[src/rtl/seg_scan_ctrl_pkg.sv]
// Shared types and glyph constants for the 4-digit seven-segment scanner.
package seg_scan_ctrl_pkg;

  typedef enum logic {
    IDLE = 1'b0,
    SCAN = 1'b1
  } state_e;

  localparam logic [7:0] SEG_BLANK = 8'hFF;
  localparam logic [7:0] SEG_DASH  = 8'hBF;

  // Active-low {g,f,e,d,c,b,a}, entry 9 first.
  localparam logic [9:0][6:0] GLYPH_TBL = {
    7'h10, 7'h00, 7'h78, 7'h02, 7'h12,
    7'h19, 7'h30, 7'h24, 7'h79, 7'h40
  };

endpackage

[src/rtl/seg_scan_ctrl_bcd_to_seg.sv]
// BCD to active-low seven-segment decode; codes 10-15 show a dash.
module bcd_to_seg
  import seg_scan_ctrl_pkg::*;
(
  input  logic [3:0] bcd,
  output logic [6:0] seg_n
);

  localparam logic [6:0] DASH7 = SEG_DASH[6:0];

  always_comb begin
    seg_n = DASH7;
    if (bcd < 4'd10) seg_n = GLYPH_TBL[bcd];
  end

endmodule

[src/rtl/seg_scan_ctrl.sv]
// Multiplexed 4-digit display scanner with blinking edit cursor.
// Optional leading-zero blanking: define SEG_SCAN_LEADING_ZERO_BLANK_EN.
module seg_scan_ctrl
  import seg_scan_ctrl_pkg::*;
#(
  parameter int unsigned SCAN_DIV   = 1000,
  parameter int unsigned BLINK_HALF = 50
) (
  input  logic        clk,
  input  logic        rst,
  input  logic        en,
  input  logic        edit,
  input  logic        btn_sel,
  input  logic [15:0] digits,
  output logic [3:0]  an,
  output logic [7:0]  seg,
  output logic [1:0]  cursor
);

  localparam logic [15:0] CNT_LAST = 16'(SCAN_DIV - 1);
  localparam logic [7:0]  FRM_LAST = 8'(BLINK_HALF - 1);

  state_e      state_q;
  logic [15:0] scan_cnt_q;
  logic [1:0]  idx_q;
  logic [7:0]  frame_cnt_q;
  logic        blink_on_q;
  logic [1:0]  cursor_q;
  logic        edit_q;
  logic [3:0]  an_q;
  logic [7:0]  seg_q;

  logic [3:0] dig_sel;
  logic [6:0] glyph;
  logic [3:0] an_d;
  logic [7:0] seg_d;
  logic       cur_hit;
  logic       wrap;
  logic       frame_done;
  logic       edit_rise;
  logic       sel;

  always_comb begin
    dig_sel = digits[3:0];
    unique case (idx_q)
      2'd0: dig_sel = digits[3:0];
      2'd1: dig_sel = digits[7:4];
      2'd2: dig_sel = digits[11:8];
      2'd3: dig_sel = digits[15:12];
    endcase
  end

  bcd_to_seg u_dec (
    .bcd   (dig_sel),
    .seg_n (glyph)
  );

`ifdef SEG_SCAN_LEADING_ZERO_BLANK_EN
  logic [3:1] lz;
  logic       lz_blank;

  always_comb begin
    lz[3]    = (digits[15:12] == 4'd0);
    lz[2]    = lz[3] && (digits[11:8] == 4'd0);
    lz[1]    = lz[2] && (digits[7:4] == 4'd0);
    lz_blank = 1'b0;
    if (idx_q != 2'd0) lz_blank = lz[idx_q];
  end
`endif

  assign cur_hit    = edit && (idx_q == cursor_q);
  assign wrap       = (scan_cnt_q == CNT_LAST);
  assign frame_done = wrap && (idx_q == 2'd3);
  assign edit_rise  = edit && !edit_q;
  assign sel        = btn_sel && edit;
  assign an_d       = ~(4'b0001 << idx_q);

  always_comb begin
    seg_d = {1'b1, glyph};
    if (cur_hit) begin
      seg_d = blink_on_q ? {1'b0, glyph} : SEG_BLANK;
    end
`ifdef SEG_SCAN_LEADING_ZERO_BLANK_EN
    else if (lz_blank) begin
      seg_d = SEG_BLANK;
    end
`endif
  end

  always_ff @(posedge clk) begin
    if (rst) begin
      state_q     <= IDLE;
      scan_cnt_q  <= '0;
      idx_q       <= '0;
      frame_cnt_q <= '0;
      blink_on_q  <= 1'b1;
      cursor_q    <= '0;
      edit_q      <= 1'b0;
      an_q        <= 4'hF;
      seg_q       <= SEG_BLANK;
    end else begin
      edit_q <= edit;
      an_q   <= 4'hF;
      seg_q  <= SEG_BLANK;
      if (sel) cursor_q <= cursor_q + 2'd1;
      unique case (state_q)
        IDLE: begin
          if (en) state_q <= SCAN;
        end
        SCAN: begin
          if (!en) begin
            state_q     <= IDLE;
            scan_cnt_q  <= '0;
            idx_q       <= '0;
            frame_cnt_q <= '0;
          end else begin
            an_q       <= an_d;
            seg_q      <= seg_d;
            scan_cnt_q <= wrap ? '0 : scan_cnt_q + 16'd1;
            if (wrap) idx_q <= idx_q + 2'd1;
            if (frame_done) begin
              if (frame_cnt_q == FRM_LAST) begin
                frame_cnt_q <= '0;
                blink_on_q  <= !blink_on_q;
              end else begin
                frame_cnt_q <= frame_cnt_q + 8'd1;
              end
            end
          end
        end
      endcase
      // Any cursor action restarts the blink phase visibly lit.
      if (edit_rise || sel) begin
        blink_on_q  <= 1'b1;
        frame_cnt_q <= '0;
      end
    end
  end

  assign an     = an_q;
  assign seg    = seg_q;
  assign cursor = cursor_q;

endmodule

[config.mk]
export PLATFORM = sky130hd
export DESIGN_NAME = seg_scan_ctrl
export DESIGN_NICKNAME = d
export VERILOG_FILES = /design/src/rtl/seg_scan_ctrl_pkg.sv /design/src/rtl/seg_scan_ctrl_bcd_to_seg.sv /design/src/rtl/seg_scan_ctrl.sv
export SDC_FILE = /design/constraint.sdc
export NUM_CORES = 1
export LEC_CHECK = 0
export CORE_MARGIN = 2
export CORE_UTILIZATION = 45
export CTS_BUF_LIST = sky130_fd_sc_hd__clkbuf_8 sky130_fd_sc_hd__clkbuf_16
export CTS_CLUSTER_SIZE = 40
export DETAILED_ROUTE_END_ITERATION = 8
export PLACE_DENSITY_LB_ADDON = 0.25
export SYNTH_ARGS = -nofsm -noshare
export SYNTH_HDL_FRONTEND = slang
export SYNTH_SLANG_ARGS = --single-unit
[constraint.sdc]
create_clock -name clk -period 7 [get_ports clk]
set_clock_uncertainty 0.15 [all_clocks]
set_input_delay 1.4 -clock clk [delete_from_list [all_inputs] [get_ports clk]]
set_output_delay 1.4 -clock clk [all_outputs]
set_load 0.02 [all_outputs]
# [Yosys cells after proc, flatten, opt, wreduce, memory -nomap -nowiden]
# Memory sizes are Yosys's and may differ from the RTL's.
# Index checks and enable logic that the tools add are counted.
[classes] add_sub_neg=4 n_lt_le_gt_ge=2 n_eq_ne=8 n_shift=1 n_mux=13 bitwise=4 n_reduce_logical=14
[op_table] op="two-way mux 16 bit" n=2
[op_table] op="two-way mux 8 bit" n=4
[op_table] op="two-way mux 7 bit" n=3
[op_table] op="adder 16 x 1 -> 16 bit (second input constant)" n=1
[op_table] op="== test 16 x 10 -> 1 bit (second input constant)" n=1
[op_table] op="case mux 4 bit (4 select lines)" n=1
[op_table] op="adder 8 x 1 -> 8 bit (second input constant)" n=1
[op_table] op="== test 8 x 6 -> 1 bit (second input constant)" n=1
[op_table] op="< comparator 4 x 5 -> 1 bit (second input constant)" n=1
[op_table] op="adder 2 x 1 -> 2 bit (second input constant)" n=2
[op_table] op="== test 2 bit (second input constant)" n=2
[op_table] op="logical AND 1 bit" n=4
[op_table] op="< comparator 4 bit (second input constant)" n=1
[op_table] op="two-way mux 2 bit" n=2
[op_table] op="inequality test 2 x 1 -> 1 bit (second input constant)" n=2
[op_table] op="NOT 4 bit" n=1
[op_table] op="AND reduction 2 bit" n=2
[op_table] op="AND reduction 4 bit" n=1
[op_table] op="OR reduction 4 bit" n=1
[op_table] op="left shift 1 x 2 -> 4 bit (first input constant)" n=1
[op_table] op="NOT 1 bit" n=3
[op_table] op="OR reduction 3 bit" n=1
[op_table] op="== test 2 x 1 -> 1 bit (second input constant)" n=1
[op_table] op="== test 2 bit" n=1
[op_table] op="5 further kinds" n=6
[word_totals] regBits=43 mem_bits_ro=112 inputBits=21 output_inout_bits=14 word_cells=57 memories=1
[mem_list] memory="(name not given)" words=16 word_bits=7 read_ports=1 rd_clocked_by_memory_dff=0 wr=0 line="seg_scan_ctrl_bcd_to_seg.sv:13" rtl="if (bcd < 4'd10) seg_n = GLYPH_TBL[bcd];"

# [Logic depth before layout (Yosys ltp)]
# Gate-level depths: netlist of the first run.
[logic_depth] word_depth=7 depth_mapped=10 depth_no_buf=10

# [Cells and area by module]
# From an unflattened synthesis of the first run, not the netlist that was laid out.
[unflattened] cells_unflattened=248 hier_area_um2=2249.7
[modules_own_cells] mod="seg_scan_ctrl" instances=1 cells_per_inst=219 area_each_um2=2018.2 seq_area_each_um2=860.8
[modules_own_cells] mod="bcd_to_seg" instances=1 cells_per_inst=29 area_each_um2=231.5 seq_area_each_um2=0.0

# [Worst setup path after synthesis of the first run]
# OpenSTA, ideal clock, no wires.
[synth_timing] path_kind="in2reg" startpoint="input port digits[8]" endpoint="register seg_q[0] (netlist: seg[0])" setup_time_ns=0.117 t_arrival_ns=2.624 t_required_ns=6.733 path_slack_ns=4.109 path_stages=7 path_buffers=0 path_cell_list="a222oi_1 -> nand2_1 -> o21ai_0 -> inv_1 -> ha_1 -> mux2_2 -> o22a_1"
[synth_via] elab_chain_len=6 elab_cells_between_ends=7 cone_classes="order compare: 1; mux: 5; memory: 1"
[synth_lines] item="from (decl)" line="seg_scan_ctrl.sv:14" rtl="input logic [15:0] digits,"
[synth_lines] item="case mux 4 bit (4 select lines) *" line="seg_scan_ctrl.sv:45" rtl="unique case (idx_q)"
[synth_lines] item="memory (16 x 7 bit)"
[synth_lines] item="two-way mux 7 bit (implied by the code)" line="seg_scan_ctrl_bcd_to_seg.sv:13"
[synth_lines] item="two-way mux 7 bit *" line="seg_scan_ctrl_bcd_to_seg.sv:13"
[synth_lines] item="two-way mux 8 bit" line="seg_scan_ctrl.sv:81" rtl="seg_d = blink_on_q ? {1'b0, glyph} : SEG_BLANK;"
[synth_lines] item="two-way mux 7 bit *" line="seg_scan_ctrl.sv:80" rtl="if (cur_hit) begin"
[synth_lines] item="to (signal assigned)" line="seg_scan_ctrl.sv:118" rtl="seg_q <= seg_d;"
[synth_lines] item="to (decl)" line="seg_scan_ctrl.sv:31" rtl="logic [7:0] seg_q;"
# Every way passes the cells marked *; elsewhere a longest branch is shown, timed or not. The select of a mux whose other input is x is not followed.
# A chain may end at the register's enable or synchronous reset.

# [Worst setup path in the final report of the first run]
# Same ends and word-level chain as after synthesis.

==> flow_metrics.tcl, run 1 <==
set metrics [dict create \
    outcome "finished, final reports clean" \
    layout-drive-gt1-share_pct 6.30 \
    worstMarginPinSlew_ns 0.635 \
    hold_depth 1 \
    drt_iter0_drc 77 \
    synth.area.top_cells "dfxtp_1 41%, ha_1 7.7%, nor2_1 4.6%" \
    drc_errors 0 \
    cts_max_path_buffers 2 \
    cp.arrival_ns 3.22 \
    max_slew_margin_pct 57.2 \
    final_cells 322 \
    synth.largest_area_cell "dfxtp_1" \
    routedWlPerCell_um 12.7 \
    slew_viol_final 0 \
    setup.worst_path.end "seg[0]" \
    clock_sinks 43 \
    gr-total-overflow 0 \
    syn2layout_area_growth_pct 21.6 \
    antenna_found_initial 0 \
    vdd_drop_max_mv 0.112 \
    fmax_mhz 314 \
    synth_compound_area_share_pct 11.3 \
    antenna-diode-count 0 \
    syn_area_mm2 0.00212 \
    insertion_delay_ns 0.29 \
    cp_top_family "compound AO/OA/AOI/OAI gates" \
    htreeDepth 2 \
    rows 24 \
    min_period_ns 3.19 \
    finalWirelength_mm 4.08 \
    path_cells "clkdlybuf4s50_1, a222oi_1, nand2_1, o21ai_0, inv_1, ha_1, mux2_2, o22a_1" \
    post-cts-setup-buffers 0 \
    cpPeakStageDelay_ns 0.40 \
    layout_common_cells "43 x dfxtp_1, 34 x clkdlybuf4s50_1, 26 x nor2_1" \
    place.gp.congestion 0.788 \
    p_leak_nw 0.976 \
    rsz0062_at_grt "false" \
    hold_slack_ns 0.305 \
    synth_cell_types 47 \
    total_power_mw 0.437 \
    placed_area_mm2 0.00249 \
    grt_pass1_vias 1559 \
    synth_top_family_by_area "simple AND/OR/NAND/NOR gates" \
    synth_simple_gate_area_share_pct 24.2 \
    dr_total_vias 1714 \
    grt_pass1_wl_mm 6.96 \
    mostFrequentLayoutCell "dfxtp_1" \
    muxShareOfSynthArea_pct 4.38 \
    synth_top_flop_cell "dfxtp_1" \
    yosys_warnings 0 \
    r2r-end "seg[0]" \
    utilization_pct 57.9 \
    avgSynthCellArea_um2 9.12 \
    post-route-period-util_pct 45.5 \
    grt_max_degree 19 \
    slowest_stage "clkdlybuf4s50_1" \
    numCtsBuffers 5 \
    crit_path_end_kind "register" \
    dieWidth_um 72.6 \
    nets 303 \
    port_buffers 34 \
    final_cell_area_mm2 0.00257 \
    synthArstFlopShare_pct 0 \
    synth_fp_nets 266 \
    antenna_left 0 \
    synth_edf_count 0 \
    cp-start-kind "input port" \
    synth_top_area_share_pct 40.7 \
    tritoncts "built" \
    cap_violations 0 \
    dp.cells 314 \
    yosysSeqAreaShare_pct 40.7 \
    post-place-ws_ns 3.54 \
    place_hpwl_mm 3.11 \
    setup_tns_ns 0 \
    critPathKind "input port to register" \
    holdCritPathClass "register to register" \
    critPathMaxFanout 5 \
    path_depth 8 \
    reg2reg_slack_ns 4.46 \
    finalWorstSetupSlack_ns 3.81 \
    hold_violations 0 \
    power.density_mw_per_mm2 170 \
    synth_cells 232 \
    core_mm2 0.00444 \
    critPathBufInv 2 \
    hold_buffers 0 \
    die-height_um 72.6 \
    cts-resized-gates 0 \
    firstDrtPassIters 4 \
    root_buffer "clkbuf_8" \
    synthXorXnorAreaFrac_pct 7.87 \
    cp-startpoint "digits[8]" \
    grt_use_total_pct 17.0 \
    clk_pin_slew_ns 0.08 \
    die-area_mm2 0.00527 \
    io_pins 35 \
    vias_per_cell 5.32 \
    synth_seq_cells 43 \
    worst_ep_required_time_ns 7.03 \
    setup_violations 0 \
    r2r-start "idx_q[0]" \
    synthAdderAreaFrac_pct 7.69 \
    r2r_cells 8 \
    initial_core_util_pct 47.6 \
]
## report_power, final
| part | internal [mW] | switching [mW] | leakage, nW |
|---|---|---|---|
| Sequential | 0.247 | 0.00273 | 0.348 |
| Clock | 0.0671 | 0.0791 | 0.0505 |
| Combinational | 0.0208 | 0.0194 | 0.577 |
## metal layers
metal / global-route usage (%) / vias to the layer above / routed length, um
met1: 22.8 / 787 / 2050
met5: 0 / - / 0
met4: 6.79 / 0 / 54
met3: 5.52 / 5 / 219
met2: 25.2 / 34 / 1760
li1: - / 888 / -
## state kept, by name (all words and copies together) (netlist names)
signal       cells
idx_q            2
cursor           2
seg              8
frame_cnt_q      8
edit_q           1
state_q          1
scan_cnt_q      16
blink_on_q       1
an               4
## worst reg2reg max path, cell delays in order, from the launching register on
cell and delay [ns]:
dfxtp_1 0.35, inv_1 0.15, ha_1 0.19, clkinv_1 0.22, o21ai_0 0.60, inv_1 0.15
ha_1 0.22, mux2_2 0.27, o22a_1 0.15
## kinds of logic after synthesis
group	Yosys count
muxes	9
adders and majority gates	13
DFF	43
xor gates and xnor gates	19
AOI/OAI and AO/OA	33
and+or+nand+nor	97
buffers and inverters	18
## how the worst min path moves through the flow
stage / startpoint / end
after floorplan: blink_on_q / seg[7]
after global placement: blink_on_q / seg[7]
after detailed placement: blink_on_q / seg[7]
after CTS: blink_on_q / seg[7]
after global routing: blink_on_q / seg[7]
final: blink_on_q / seg[7]
## layout make-up
type / instances / area [um2]
clock buffers: 5 / 68.8
clock inverters: 3 / 12.5
fillers: 419 / 1870
inverters: 14 / 52.6
multi-input cells: 171 / 1170
flip-flops and latches: 43 / 861
well taps: 52 / 65.1
repair buffers: 34 / 340
## Yosys cell counts, types with 2 or more instances
cell      number
nand2b_1       6
xnor2_1        9
nor2b_1        3
a222oi_1       4
dfxtp_1       43
a21oi_1        7
nand4_1        7
buf_4          4
and3_1         6
o21ai_0        3
nor2_1        26
nor3_1         2
and2_1         2
nor4_1         2
a31oi_1        6
o22a_1         2
inv_1         10
and4_1         2
inv_2          3
mux2i_1        7
xor2_1        10
nand3_1        8
nand2_1       23
mux2_2         2
ha_1          13
Power figures use the tool's default switching activity.
==> run 2, diff against run 1 <==
- clock period: 7 -> 3 ns (I/O delays scaled with it)
==> run 2 against run 1 <==
  * Count of clock-buffer cells in the layout unchanged
  * Combinational power up 140%
  * Sequential power grew 130%
  * Routed wire length is 2.0% higher
  * Critical path depth up 2
  * Final cell count rose by 0.62%
  * Die area unchanged
  * First-iteration DRC count increased by 18%
  * Non-clock buffer count increased by 2
  * Utilization is 0.39 points higher
  * Via count rose by 1.1%
  * Critical endpoint is now seg[3]
  * Largest cell class unchanged
==> flow_metrics.tcl, run 2 (synthesized netlist as in run 1, its figures left out) <==
set metrics [dict create \
    cp.arrival_ns 2.54 \
    grt_pass1_vias 1705 \
    wl_met2_mm 1.76 \
    place.gp.congestion 0.787 \
    cts-resized-gates 0 \
    drt_iter0_drc 91 \
    ff_latch_area_um2 861 \
    hold_violations 0 \
    top_register "scan_cnt_q" \
    largest_reg_flops 16 \
    min_period_ns 2.52 \
    dieWidth_um 72.6 \
    slew_viol_final 0 \
    worst_ep_required_time_ns 3.02 \
    topRoutingLayerUsed "met4" \
    post-route-period-util_pct 83.9 \
    dr_wl_met3_um 216 \
    gr-total-overflow 0 \
    htreeDepth 2 \
    dr_total_vias 1733 \
    port_buffers 34 \
    io_pins 35 \
    layout_common_cells "43 x dfxtp_1, 34 x clkdlybuf4s50_1, 26 x nor2_1" \
    wl_met1_mm 2.12 \
    finalWirelength_mm 4.16 \
    drc_errors 0 \
    multi_input_area_mm2 0.00117 \
    antenna_found_initial 0 \
    cp-start-kind "register" \
    antenna_left 0 \
    fmax_mhz 398 \
    utilization_pct 58.3 \
    clock_sinks 43 \
    outcome "finished, final reports clean" \
    insertion_delay_ns 0.29 \
    critPathKind "register to register" \
    p_leak_nw 0.983 \
    hold_buffers 0 \
    rows 24 \
    cap_violations 0 \
    grt_use_total_pct 17.7 \
    critPathMaxFanout 5 \
    holdCritPathClass "register to register" \
    grt_max_degree 19 \
    setup_tns_ns 0 \
    rsz0062_at_grt "false" \
    max_slew_margin_pct 60.9 \
    post-cts-setup-buffers 0 \
    nets 305 \
    place_hpwl_mm 3.11 \
    core_mm2 0.00444 \
    worstMarginPinSlew_ns 0.587 \
    tritoncts "built" \
    n_fill_cell 425 \
    initial_core_util_pct 47.6 \
    vdd_drop_max_mv 0.216 \
    syn2layout_area_growth_pct 22.4 \
    mostFrequentLayoutCell "dfxtp_1" \
    vias_per_cell 5.35 \
    firstDrtPassIters 4 \
    grt_pass1_wl_mm 7.45 \
    die-area_mm2 0.00527 \
    cts_max_path_buffers 2 \
    clk_pin_slew_ns 0.08 \
    crit_path_end_kind "register" \
    root_buffer "clkbuf_8" \
    routedWlPerCell_um 12.8 \
    layout-drive-gt1-share_pct 7.72 \
    power.density_mw_per_mm2 399 \
    die-height_um 72.6 \
    numCtsBuffers 5 \
    antenna-diode-count 0 \
    setup_violations 0 \
]
-- run 2: cell count changes in the layout (fill, tap and decap cells not counted) --
cell and delta:
buf_4 +2, clkinv_2 +2, inv_1 -2
-- run 2: layout make-up --
type,count,share of cell area [%]
multi-input combinational,171,45.3
sequential,43,33.2
timing repair buffer,36,13.7
clock buffer,5,2.66
tap,52,2.51
inverter,14,2.03
clock inverter,3,0.580
-- run 2: final timing paths --
kind	cells after the start	start	end	slack, ns
worst max-delay path	10	idx_q[0]	seg[3]	0.48
worst min-delay path	1	blink_on_q	seg[7]	0.29
worst max register to register	10	idx_q[0]	seg[3]	0.48
worst min register to register	1	blink_on_q	seg[7]	0.29
-- run 2: critical path: stages (launching register included) --
cell and delay, ns:
dfxtp_1 0.41, inv_1 0.12, ha_1 0.28, a222oi_1 0.35, nand2_1 0.08, o21ai_0 0.23, inv_1 0.14, ha_1 0.21
mux2_2 0.27, nor2_1 0.10, a31oi_1 0.05
-- run 2: where the power goes --
part	switching, mW	leakage, nW	total, mW	internal, mW
clock	0.195	0.0477	0.354	0.159
combinational	0.0452	0.587	0.0956	0.0504
sequential	0.00620	0.348	0.583	0.577
-- run 2: metrics by stage --
stage               instance area [um2]  instances  setup WS, ns  total power [mW]  hold WS, ns
finish                             2590        324         0.484              1.03        0.293
floorplan                          2120        232         0.758             0.646        0.243
detailed placement                 2510        316         0.339             0.692        0.278
global route                       2590        324         0.255              1.08        0.321
CTS                                2590        324         0.483              1.04        0.298
global placement                   2510        316         0.387             0.691        0.290
-- run 2: per-layer routing --
metal	GRT usage [%]	vias to the layer above
met4	6.17	0
met3	5.39	7
met1	23.0	800
met2	28.0	36
met5	0	-
li1	-	890
